==> src/rtl/fwd_hazard_if.sv <==
// Bundle between the ID/EX datapath and the forwarding/hazard unit.
// Optional FWD_STATS_EN adds the StallCount/FwdCount counter outputs.
interface fwd_hazard_if #(
  parameter int REG_ADDR_W = 5,
  parameter int FSEL_W     = 2
);
  logic                  ID_Valid;
  logic [REG_ADDR_W-1:0] ID_rs;
  logic [REG_ADDR_W-1:0] ID_rt;
  logic                  ID_UseRs;
  logic                  ID_UseRt;
  logic [REG_ADDR_W-1:0] ID_WriteReg;
  logic                  ID_RegWre;
  logic                  ID_MemRead;
  logic                  Flush;
  logic                  Stall;
  logic [FSEL_W-1:0]     ForwardA;
  logic [FSEL_W-1:0]     ForwardB;
`ifdef FWD_STATS_EN
  logic [31:0]           StallCount;
  logic [31:0]           FwdCount;

  modport master (
    output ID_Valid, ID_rs, ID_rt, ID_UseRs, ID_UseRt,
           ID_WriteReg, ID_RegWre, ID_MemRead, Flush,
    input  Stall, ForwardA, ForwardB, StallCount, FwdCount
  );
  modport slave (
    input  ID_Valid, ID_rs, ID_rt, ID_UseRs, ID_UseRt,
           ID_WriteReg, ID_RegWre, ID_MemRead, Flush,
    output Stall, ForwardA, ForwardB, StallCount, FwdCount
  );
`else
  modport master (
    output ID_Valid, ID_rs, ID_rt, ID_UseRs, ID_UseRt,
           ID_WriteReg, ID_RegWre, ID_MemRead, Flush,
    input  Stall, ForwardA, ForwardB
  );
  modport slave (
    input  ID_Valid, ID_rs, ID_rt, ID_UseRs, ID_UseRt,
           ID_WriteReg, ID_RegWre, ID_MemRead, Flush,
    output Stall, ForwardA, ForwardB
  );
`endif
endinterface

==> src/rtl/fwd_hazard_unit.sv <==
// Forwarding and load-use hazard unit with its own shadow pipeline of
// in-flight register writes (slot 0 = EX, slot k = k stages past EX).
// Optional macro FWD_STATS_EN adds 32-bit stall/forward event counters.
module fwd_hazard_unit #(
  parameter int REG_ADDR_W       = 5,
  parameter int FWD_DEPTH        = 2,
  parameter int LOAD_READY_STAGE = 2,
  parameter int FSEL_W           = $clog2(FWD_DEPTH + 1)
) (
  input  logic        CLK,
  input  logic        Reset,
  fwd_hazard_if.slave hz
);

  // Slot 0 additionally keeps the EX instruction's sources and use flags.
  logic [REG_ADDR_W-1:0] ex_rs_reg;
  logic [REG_ADDR_W-1:0] ex_rt_reg;
  logic                  ex_use_rs_reg;
  logic                  ex_use_rt_reg;

  logic [REG_ADDR_W-1:0] dst_reg [0:FWD_DEPTH];
  logic [FWD_DEPTH:0]    wre_reg;
  logic [FWD_DEPTH:0]    mrd_reg;
  logic [FWD_DEPTH:0]    slot_wr;

  logic                  stall;
  logic                  take_id;
  logic [FSEL_W-1:0]     fwd_a;
  logic [FSEL_W-1:0]     fwd_b;

  // A slot only produces a value when it writes a non-zero register.
  generate
    for (genvar gi = 0; gi <= FWD_DEPTH; gi++) begin : g_slot_wr
      assign slot_wr[gi] = wre_reg[gi] && (dst_reg[gi] != '0);
    end
  endgenerate

  assign take_id = hz.ID_Valid && !stall && !hz.Flush;

  // Shadow pipeline: slots keep moving during a stall, a bubble enters EX.
  always_ff @(posedge CLK) begin
    if (Reset) begin
      ex_rs_reg     <= '0;
      ex_rt_reg     <= '0;
      ex_use_rs_reg <= 1'b0;
      ex_use_rt_reg <= 1'b0;
      for (int k = 0; k <= FWD_DEPTH; k++) begin
        dst_reg[k] <= '0;
      end
      wre_reg <= '0;
      mrd_reg <= '0;
    end else begin
      for (int k = 1; k <= FWD_DEPTH; k++) begin
        dst_reg[k] <= dst_reg[k-1];
        wre_reg[k] <= wre_reg[k-1];
        mrd_reg[k] <= mrd_reg[k-1];
      end
      if (take_id) begin
        ex_rs_reg     <= hz.ID_rs;
        ex_rt_reg     <= hz.ID_rt;
        ex_use_rs_reg <= hz.ID_UseRs;
        ex_use_rt_reg <= hz.ID_UseRt;
        dst_reg[0]    <= hz.ID_WriteReg;
        wre_reg[0]    <= hz.ID_RegWre;
        mrd_reg[0]    <= hz.ID_MemRead;
      end else begin
        ex_rs_reg     <= '0;
        ex_rt_reg     <= '0;
        ex_use_rs_reg <= 1'b0;
        ex_use_rt_reg <= 1'b0;
        dst_reg[0]    <= '0;
        wre_reg[0]    <= 1'b0;
        mrd_reg[0]    <= 1'b0;
      end
    end
  end

  // Bypass selects: scan oldest to youngest so the youngest producer wins.
  always_comb begin
    fwd_a = '0;
    fwd_b = '0;
    for (int k = FWD_DEPTH; k >= 1; k--) begin
      if (ex_use_rs_reg && (ex_rs_reg != '0) && slot_wr[k] && (dst_reg[k] == ex_rs_reg))
        fwd_a = FSEL_W'(k);
      if (ex_use_rt_reg && (ex_rt_reg != '0) && slot_wr[k] && (dst_reg[k] == ex_rt_reg))
        fwd_b = FSEL_W'(k);
    end
  end

  // Load-use stall while a matching load is younger than the ready slot;
  // flush and reset both drop it in the same cycle.
  always_comb begin
    stall = 1'b0;
    for (int j = 0; j < LOAD_READY_STAGE - 1; j++) begin
      if (slot_wr[j] && mrd_reg[j] &&
          ((hz.ID_UseRs && (dst_reg[j] == hz.ID_rs)) ||
           (hz.ID_UseRt && (dst_reg[j] == hz.ID_rt))))
        stall = 1'b1;
    end
    stall = stall && hz.ID_Valid && !hz.Flush && !Reset;
  end

  assign hz.Stall    = stall;
  assign hz.ForwardA = fwd_a;
  assign hz.ForwardB = fwd_b;

`ifdef FWD_STATS_EN
  logic [31:0] stall_cnt_reg;
  logic [31:0] fwd_cnt_reg;

  // Event counters, wrapping naturally at 2^32.
  always_ff @(posedge CLK) begin
    if (Reset) begin
      stall_cnt_reg <= '0;
      fwd_cnt_reg   <= '0;
    end else begin
      if (stall)
        stall_cnt_reg <= stall_cnt_reg + 32'd1;
      if ((fwd_a != '0) || (fwd_b != '0))
        fwd_cnt_reg <= fwd_cnt_reg + 32'd1;
    end
  end

  assign hz.StallCount = stall_cnt_reg;
  assign hz.FwdCount   = fwd_cnt_reg;
`endif

endmodule

==> src/flat_wrapper.sv <==
// flat-port wrapper written by rule: the top's interface ports become plain ports
module fwd_hazard_unit_flat 
#(
  parameter int REG_ADDR_W       = 5,
  parameter int FWD_DEPTH        = 2,
  parameter int LOAD_READY_STAGE = 2,
  parameter int FSEL_W           = $clog2(FWD_DEPTH + 1)
)
  (CLK, Reset, hz_ID_Valid, hz_ID_rs, hz_ID_rt, hz_ID_UseRs, hz_ID_UseRt, hz_ID_WriteReg, hz_ID_RegWre, hz_ID_MemRead, hz_Flush, hz_Stall, hz_ForwardA, hz_ForwardB);
  fwd_hazard_if #(.REG_ADDR_W(REG_ADDR_W), .FSEL_W(FSEL_W)) hz_i ();
  input  logic CLK;
  input  logic Reset;
  input wire logic [$bits(hz_i.ID_Valid)-1:0] hz_ID_Valid;
  input wire logic [$bits(hz_i.ID_rs)-1:0] hz_ID_rs;
  input wire logic [$bits(hz_i.ID_rt)-1:0] hz_ID_rt;
  input wire logic [$bits(hz_i.ID_UseRs)-1:0] hz_ID_UseRs;
  input wire logic [$bits(hz_i.ID_UseRt)-1:0] hz_ID_UseRt;
  input wire logic [$bits(hz_i.ID_WriteReg)-1:0] hz_ID_WriteReg;
  input wire logic [$bits(hz_i.ID_RegWre)-1:0] hz_ID_RegWre;
  input wire logic [$bits(hz_i.ID_MemRead)-1:0] hz_ID_MemRead;
  input wire logic [$bits(hz_i.Flush)-1:0] hz_Flush;
  output wire logic [$bits(hz_i.Stall)-1:0] hz_Stall;
  output wire logic [$bits(hz_i.ForwardA)-1:0] hz_ForwardA;
  output wire logic [$bits(hz_i.ForwardB)-1:0] hz_ForwardB;
  assign hz_i.ID_Valid = hz_ID_Valid;
  assign hz_i.ID_rs = hz_ID_rs;
  assign hz_i.ID_rt = hz_ID_rt;
  assign hz_i.ID_UseRs = hz_ID_UseRs;
  assign hz_i.ID_UseRt = hz_ID_UseRt;
  assign hz_i.ID_WriteReg = hz_ID_WriteReg;
  assign hz_i.ID_RegWre = hz_ID_RegWre;
  assign hz_i.ID_MemRead = hz_ID_MemRead;
  assign hz_i.Flush = hz_Flush;
  assign hz_Stall = hz_i.Stall;
  assign hz_ForwardA = hz_i.ForwardA;
  assign hz_ForwardB = hz_i.ForwardB;
  fwd_hazard_unit #(.REG_ADDR_W(REG_ADDR_W), .FWD_DEPTH(FWD_DEPTH), .LOAD_READY_STAGE(LOAD_READY_STAGE), .FSEL_W(FSEL_W)) u_core (.CLK(CLK), .Reset(Reset), .hz(hz_i));
endmodule
==> config.mk <==
export PLATFORM = sky130hd
export DESIGN_NAME = fwd_hazard_unit_flat
export DESIGN_NICKNAME = d
export VERILOG_FILES = /design/src/rtl/fwd_hazard_if.sv /design/src/rtl/fwd_hazard_unit.sv /design/src/flat_wrapper.sv
export SDC_FILE = /design/constraint.sdc
export NUM_CORES = 1
export LEC_CHECK = 0
export ABC_AREA = 1
export CAP_MARGIN = 20
export CELL_PAD_IN_SITES_DETAIL_PLACEMENT = 1
export CELL_PAD_IN_SITES_GLOBAL_PLACEMENT = 1
export CORE_UTILIZATION = 37
export DETAILED_ROUTE_END_ITERATION = 8
export PLACE_DENSITY = 0.75
export SLEW_MARGIN = 15
export SYNTH_ARGS = -nofsm -noshare
export SYNTH_HDL_FRONTEND = slang
export SYNTH_SLANG_ARGS = --single-unit
==> constraint.sdc <==
create_clock -name CLK -period 1.7 [get_ports CLK]
set_input_delay 0.34 -clock CLK [delete_from_list [all_inputs] [get_ports CLK]]
set_output_delay 0.34 -clock CLK [all_outputs]
set_load 0.05 [all_outputs]
[After elaboration in Yosys (flattened, before gate mapping)]
Memories as Yosys holds them, arrays and structs flattened.
Index checks and enable logic that the tools add are counted.
Word-level totals
  ROM bits: 0
  bits in registers: 16
  RAM bits: 15
  bits of input ports: 23
  output and inout bits: 5
  latch bits: 0
  memories kept: 1
  logic and storage cells: 69
Memories
  u_core.dst_reg: words 3, bits a word 5, read ports 3, clocked after Yosys merged registers in 0, wr ports 3, RTL line fwd_hazard_unit.sv:21  | logic [REG_ADDR_W-1:0] dst_reg [0:FWD_DEPTH];
Operators by class
  shifts and indexed selects: 0
  $add $sub $neg: 0
  multiplexer cells: 18
  equal/unequal tests: 6
  bitwise gates (word level): 5
  reductions and logical operators: 32
  $lt $le $gt $ge: 0
  multipliers: 0
  divide/modulo/power cells: 0
Operator list (count)
  == test 5 bit: 6
  nonzero test 5 bit: 5
  logical AND 1 bit: 22
  two-way mux 5 bit: 4
  two-way mux 1 bit: 10
  two-way mux 2 bit: 4
  bitwise OR 1 bit: 4
  logical NOT 1 bit: 3
  OR reduction 2 bit: 1
  logical OR 1 bit: 1
  inverter 1 bit: 1

[Longest topological paths before layout]
Gate-level depths: netlist (run 1).
  depth after elaboration: 16
  mapped depth: 10
  mapped depth without buffers: 9

[Worst setup path before layout (run 1)]
OpenSTA, ideal clock, no wires.
  path kind: reg2out
  start point: memory u_core.dst_reg[1][2], in the netlist u_core.dst_reg[0][7]
  end point: output hz_ForwardA[1]
  arrival: 1.930 ns
  required time: 1.360 ns
  path slack: -0.570 ns
  cell stages (with the launch flop): 6
  buffers on the path: 0
  cells stage by stage: edfxtp_1 > xor2_1 > nor3_1 > nand2_1 > nor2_1 > nor2_1
RTL lines
  start, declared: RTL line fwd_hazard_unit.sv:21
  end, declared: RTL line flat_wrapper.sv:23  | output wire logic [$bits(hz_i.ForwardA)-1:0] hz_ForwardA;

==> results of run 1 <==
## path summary, 6_finish.rpt
check                                          start                     to  slack, ns  cells past startpoint
worst max-delay path            u_core.dst_reg[0][6]         hz_ForwardB[1]      -0.22                      6
worst min register to register     u_core.wre_reg[0]      u_core.wre_reg[1]       0.44                      2
worst min-delay path               u_core.wre_reg[0]      u_core.wre_reg[1]       0.44                      2
worst max register to register  u_core.dst_reg[0][6]  u_core.dst_reg[0][11]      -0.20                     12
## where the power goes
group	leakage, nW	internal (W)	total [W]	switching, W
sequential	0.280	0.000818	0.000851	0.0000324
combinational	0.847	0.000140	0.000266	0.000126
clock	0.0414	0.000272	0.000534	0.000262
## area by class of cell
type	instances	area, um^2	area share (%)
Sequential cell	31	770.7	32.54
Multi-Input combinational cell	147	755.7	31.91
Timing Repair Buffer	61	570.5	24.09
Inverter	35	131.4	5.547
Clock buffer	5	68.82	2.905
Tap cell	50	62.56	2.641
Clock inverter	2	8.758	0.3698
## critical path, cell delays in order (launching register included)
cell and delay (ns):
edfxtp_1 0.45, xor2_1 0.20, nor2_2 0.17, nand3_2 0.10, nor2_4 0.18, nor2_4 0.05
buf_12 0.14
## kinds of logic (layout without fill, tap and decap cells)
kind of cell | Yosys count | count (layout) | synth area share, %
compound gates | 1 | 1 | 0.3231
xor+xnor | 19 | 19 | 10.75
buf+inv | 37 | 103 | 9.458
flops | 31 | 31 | 49.80
other cells | 1 | 15 | 0.2423
simple gates | 112 | 112 | 29.43
## synth_stat cells
cell type and instances:
nor2_1 55, nand2_1 39, inv_1 35, dfxtp_1 16, edfxtp_1 15, nand3_1 10
xnor2_1 10, xor2_1 9, nand4_1 3, nor3_1 3, buf_6 1, clkbuf_1 1
conb_1 1, nand2_2 1, nor3b_2 1, o21ai_0 1
## per-layer routing
layer	wire length [um]	vias up	part of all wire, %	global-route usage, %
li1	-	747	-	-
met1	1710	698	40	23.44
met2	2376	25	55	43.94
met3	110	7	2.6	5.137
met4	114	0	2.6	12.23
met5	0	-	0	0
## stage by stage
step	cell area, um^2	total power (W)	utilization, %	worst slack, ns
2_1_floorplan	1630	0.0009691	-	0.06182
4_1_cts	2336	0.001646	58.40	-0.2062
3_3_place_gp	2123	0.001079	53.08	-0.2439
6_report	2369	0.001651	59.21	-0.2180
5_1_grt	2369	0.001739	59.21	-0.3015
3_5_place_dp	2123	0.001091	53.08	-0.2303
## what timing repair did
item                       CTS  global route
setup endpoints to repair    5             6
gates resized for setup     27             5
pin swaps                   14             9
setup buffers               16             3
==> results.md, run 1 <==
Drt:
- In the routed design, unresolved DRC markers number 0.
- Once detail routing completed, the nets flagged for antenna violations numbered 0.
- The final layout contains routed wiring with a total length of 4311 um.
- After detailed routing, the average wire length per cell comes to between 10 and 15 um.
- The number of DRC markers after the initial detailed-route iteration is 35.
- The total number of vias is about 1500.
- For this run, the detailed router's first-pass iteration total came to 4.
- The detailed-route vias per instance is about 4.5.

Cells and area:
- The top cell types in the final layout, fill and taps aside, are nor2_1, nand2_1, buf_4.
- The antenna cell count is 0.
- The number of fill cells is 494.
- For this run, the number of standard cells in the final layout without fillers is 331.
- Relative to the synthesized area, the layout overhead comes to 53.03%.
- The library cell used most frequently in the layout, excluding fill and tap cells, is nor2_1.
- After the last flow step, the layout net total stands at 304.
- The register with the most flip-flops in the layout has 15 of them.
- Cells with a size suffix above 1 make up a little under a quarter of the layout.

Critical path:
- The maximum fanout encountered on the critical timing path is 3.
- The worst setup path is captured at an output port.
- The critical path is of the reg2out type.
- The critical path arrival is about 1.6 ns.
- The kind of start point of the critical path is a flop.
- STA puts the critical path data required time at roughly 1.4 ns.

Status:
- The final reports fail on setup timing.
- The run finished, with violations left.

Floorplanning:
- The horizontal die dimension is around 67 um.
- During I/O placement, the number of pins put on the boundary was 28.
- The floorplan step defined a die boundary enclosing 0.004446 mm^2.
- The core box area is 0.004000 mm^2.
- The height of the die is around 67 um.
- The effective utilization at floorplan is ~39%.
- In this run the core area contains 23 standard-cell rows.

Timing:
- The slack of the critical path is -0.2180 ns.
- The max-slew violation total from the final report is 0.
- The fraction of the cycle the final worst path needs is 112.8%.
- Setup repair after global routing could not meet its margin everywhere.
- Counting I/O delays and the setup requirement, the final critical path takes between 1.5 and 2 ns.
- The worst hold margin is between 0.4 and 0.5 ns.
- The highest attainable clock frequency is ~520 MHz.
- Summed over all failing endpoints, the final setup total negative slack is -1.081 ns.
- Between clock sinks in the finished design, the worst skew comes to 0.004545 ns.
- Setup violations remaining at the end of the flow were counted as 6.
- The hold violation count in the final report is 0.

Placed design:
- The placer congestion estimate is 0.8340.
- Port buffering added 27 buffers.
- The HPWL after detailed placement is 3105 um.
- The number of instances in the placed design is approximately 310.

Synthesis:
- The number of warnings reported in the yosys synthesis log is 0.
- After synthesis, the netlist uses 16 different library cells.
- The share of the Yosys chip area taken by registers is roughly half.
- After technology mapping, the gate count stands at between 200 and 250.
- The netlist area before placement is 0.001548 mm^2.
- The post-synthesis sequential element count is 31.
- The synthesized design spends more area on one cell type than any other, namely edfxtp_1.
- Ranked by total cell area, the synthesized netlist is headed by edfxtp_1, dfxtp_1, nor2_1.
- The mean area per synthesized cell is approximately 7.7 um^2.
- After synthesis, the largest area contributor takes up about 29% of total cell area.

Power and ir drop:
- The leakage dissipation is around 1.2 nW.
- The worst ir drop on vdd is between 0.4 and 0.5 mV.
- For this design the ratio of total power to cell area is roughly 700 mW/mm^2.

Clock network:
- The H-tree level count is 2.
- In this run, CTS created clock tree buffers numbering 5.
- In this run, post-CTS hold repair placed 0 buffers.
- The latest clock arrival within the worst-skew pair is between 0.2 and 0.3 ns.
- The master cell of the clock root buffer is clkbuf_8.
- The maximum buffer depth of the clock tree is 2.
- Clock-pin slew was measured on the worst setup and hold paths at 0.07 ns.
- Counting every sink on the clock net gives 31.
- The TritonCTS clock tree is yes.

Global routing:
- The initial antenna violation count is 0.
- Global routing used a little under a quarter of the available tracks.
- The maximum number of pins on one net before global-route repair is 13.
- The first global-routing pass estimated between 7000 and 8000 um of wire.
- The leftover overflow at the end of global routing is 0.
- The via count of the first global-routing pass was roughly 1600.

Job:
- The tool flagged a number of max-cap violations equal to 0.

Worst hold path:
- In this run the worst hold path is classified as reg2reg.
(Power assumes the default switching activity.)
==> run 2, diff against run 1 <==
- CTS_CLUSTER_DIAMETER: default -> 200
==> results of run 2 <==
Final layout, timing and power as in run 1 (identical DEF).
==> run 3, diff against run 2 <==
- CORE_ASPECT_RATIO: default -> 1.75
- HOLD_SLACK_MARGIN: default -> 0.12
==> run 3 against run 2 <==
Against the previous run:
- the flow still finishes with violations (setup timing)
- total power grew 3.8%
- global-route usage shrank 1.2 points
- die area grew 0.23%
- cell area shrank 1.2%
- count of clock-buffer cells in the layout grew 2
- register-to-register slack gained 0.38 ns
- utilization grew 0.19 points
- critical path type unchanged
- largest power group unchanged
==> results.md, run 3 (synthesized netlist as in run 1, its figures left out) <==
Status:
- The flow ran to the end, but the final reports show violations.
- The final reports fail on setup timing.

Timing:
- In the finished design, the share of the clock period the worst path needs comes to 114.3%.
- The hold violation count in the final report is 0.
- After routing, the total negative slack on setup checks comes to -0.9704 ns.
- The worst hold margin is approximately 0.44 ns.
- The max-slew violation total from the final report was 0.
- On the final layout, the worst clock skew is between 0.007 and 0.008 ns.
- Setup violations remaining at the end of the flow were counted as 5.
- Static timing analysis puts the maximum clock frequency at approximately 510 MHz.
- The minimum clock period after layout is just under 2 ns.
- Setup repair after global routing could not meet its margin everywhere.
- In the post-route analysis, the smallest setup slack over all paths is -0.2437 ns.

Global routing:
- The via count of the first global-routing pass was roughly 1500.
- The first global-routing pass estimated 6831 um of wire.
- After global routing the overflow that remains totals 0.
- The initial antenna violation count is 0.
- The aggregate global-route resource usage is between 20 and 25%.
- The maximum number of pins on one net before global-route repair is 15.

Drt:
- The total number of vias is about 1400.
- The total routed wire length on the met1 layer is 1455 um.
- The number of DRC markers after the initial detailed-route iteration is 14.
- The total met3 wirelength after detailed routing is ~95 um.
- Dividing the detail-routed wire length by the instance count gives 13.70 um.
- In the routed layout, each cell is associated on average with a via count of roughly 4.5.
- The met2 wirelength from detailed routing is roughly 2700 um.
- Summed over all layers, the routed wires come to approximately 4300 um.
- The remaining number of nets flagged by the antenna check after routing is 0.
- The highest metal layer carrying signal wires in the routed design is met4.
- For this run, design rule violations remaining after detail routing come to 0.
- Before antenna repair, the detailed router went through 2 iterations.

Job:
- The tool flagged a number of max-cap violations equal to 0.

Critical path:
- The signal on the critical path passes through xor2_1 -> nor3_2 -> nand2_1 -> nor2_4 -> nor2_4 -> buf_12.
- The worst setup slack for register-to-register paths is 0.18 ns.
- The source of the critical timing path is u_core.dst_reg[0][5].
- By instance count, the cell type seen most on the critical path is nor2_4.
- The startpoint of the most critical register-to-register path is u_core.dst_reg[0][3].
- The required time of the critical path is about 1.4 ns.
- The maximum fanout encountered on the critical timing path is 3.
- The slowest stage of the critical path is the edfxtp_1 cell.
- The path depth of the worst reg2reg path is 9.
- STA classifies the critical path endpoint as an output port.
- The worst flop-to-flop path endpoint is u_core.dst_reg[0][3].
- The kind of start point of the critical path is a flop.
- Data on the critical path arrives at its endpoint at ~1.6 ns.
- On the worst path, the slowest cell contributes a delay of around 0.44 ns.
- The start-to-end type of the worst setup path is reg2out.

Floorplanning:
- The number of top-level pins is 28.
- The initial utilization of the core area, before any placement, comes to between 30% and 40%.
- The die is between 80 and 90 um tall.
- The horizontal die dimension is about 51 um.
- The count of standard-cell rows is 30.
- The floorplan step defined a die boundary enclosing around 0.0045 mm^2.
- The core box area is approximately 0.004 mm^2.

Clock network:
- After clock tree synthesis, the flow added hold-fix buffers numbering 0.
- The latest clock arrival within the worst-skew pair is 0.28 ns.
- The maximum buffer depth of the clock tree is 2.
- TritonCTS built the clock tree.
- The master cell of the clock root buffer is clkbuf_8.
- The H-tree level count is 2.
- TritonCTS created 5 clock buffers.
- For this design, the sink count on the clock tree is 31.
- After clock tree synthesis, the clock-pin slew on the worst setup and hold paths is roughly 0.070 ns.

Placed design:
- The number of port buffers is 27.
- The HPWL after detailed placement is roughly 3200 um.
- OpenSTA, run right after detailed placement, puts the worst setup slack at -0.2911 ns.
- The placer congestion estimate is around 0.74.

Cells and area:
- The area added between synthesis and finish is 51.25%.
- The antenna cell count is 0.
- The register with the most flip-flops in the layout has 15 of them.
- The top cell types in the final layout, fill and taps aside, are nor2_1, nand2_1, inv_1.
- The net count reported at finish is approximately 290.
- Leaving out fill and tap cells, the most frequent cell in the layout is nor2_1.
- The ratio of cells with drive above 1 in the final layout is 23.79%.

Worst hold path:
- The startpoint identified for the worst hold timing path is u_core.wre_reg[1].
- The terminating pin of the worst hold path is u_core.wre_reg[2].
- The type of the tightest min-delay check is reg2reg.
- The instance count along the most critical hold path is 2.

Power and ir drop:
- Summed over all cells, the static leakage comes to 1.137 nW.
- The worst-case IR drop observed on VDD is 0.6216 mV.
- The power density over cell area is ~730 mW/mm^2.
-- run 3: cell types whose count changed in the layout (fill, tap and decap cells not counted), sizes merged --
cell,change
clkinv,-1
clkbuf,+2
dlygate4sd2,-3
clkdlybuf4s50,+3
buf,-13
-- run 3: per-stage QoR --
step,util (%),total power (W),cells,area [um^2]
after global placement,53.81,0.001083,303,2121
after floorplan,-,0.0009691,215,1630
final,59.40,0.001714,317,2341
after detailed placement,53.81,0.001091,303,2121
after CTS,57.87,0.001710,313,2281
after global routing,59.40,0.001791,317,2341
-- run 3: area by class of cell --
cell class                 instances  area [um^2]
clock inverter                     1        5.005
tap                               48        60.06
sequential                        31        770.7
timing repair buffer              48        480.5
inverter                          35        131.4
multi-input combinational        147        807.0
clock buffer                       7        86.33
fill                             490         1600
-- run 3: layer usage --
layer | global-route usage, % | vias to the layer above
met1 | 17.88 | 667
met2 | 48.48 | 22
met4 | 7.576 | 0
met3 | 4.167 | 5
li1 | - | 723
met5 | 0 | -
-- run 3: power breakdown --
group          internal (W)  switching [W]
Sequential         0.000818      0.0000307
Combinational      0.000129       0.000133
Clock              0.000326       0.000278
-- run 3: what timing repair did --
| action | in CTS | in global routing |
|---|---|---|
| endpoints found under the setup margin | 5 | 5 |
| pin swaps | 22 | 11 |
| gates resized for setup | 33 | 10 |
| buffers inserted | 2 | 4 |
| endpoints found under the hold margin | 0 | 0 |
-- run 3: worst max path at each step --
stage	to	slack, ns	cells after the start
6_report	hz_ForwardA[1]	-0.24	6
5_1_grt	hz_ForwardA[1]	-0.32	6
4_1_cts	hz_ForwardA[1]	-0.26	6
3_5_place_dp	hz_Stall	-0.29	10
3_3_place_gp	hz_Stall	-0.26	10
2_1_floorplan	hz_ForwardA[1]	0.06	5
-- run 3: worst max-delay path, delay by kind of cell (launching register included) --
family,cells,cell delay (ns)
xor gates and xnor gates,1,0.17
buffers and inverters,1,0.14
DFF,1,0.44
and+or+nand+nor,4,0.57
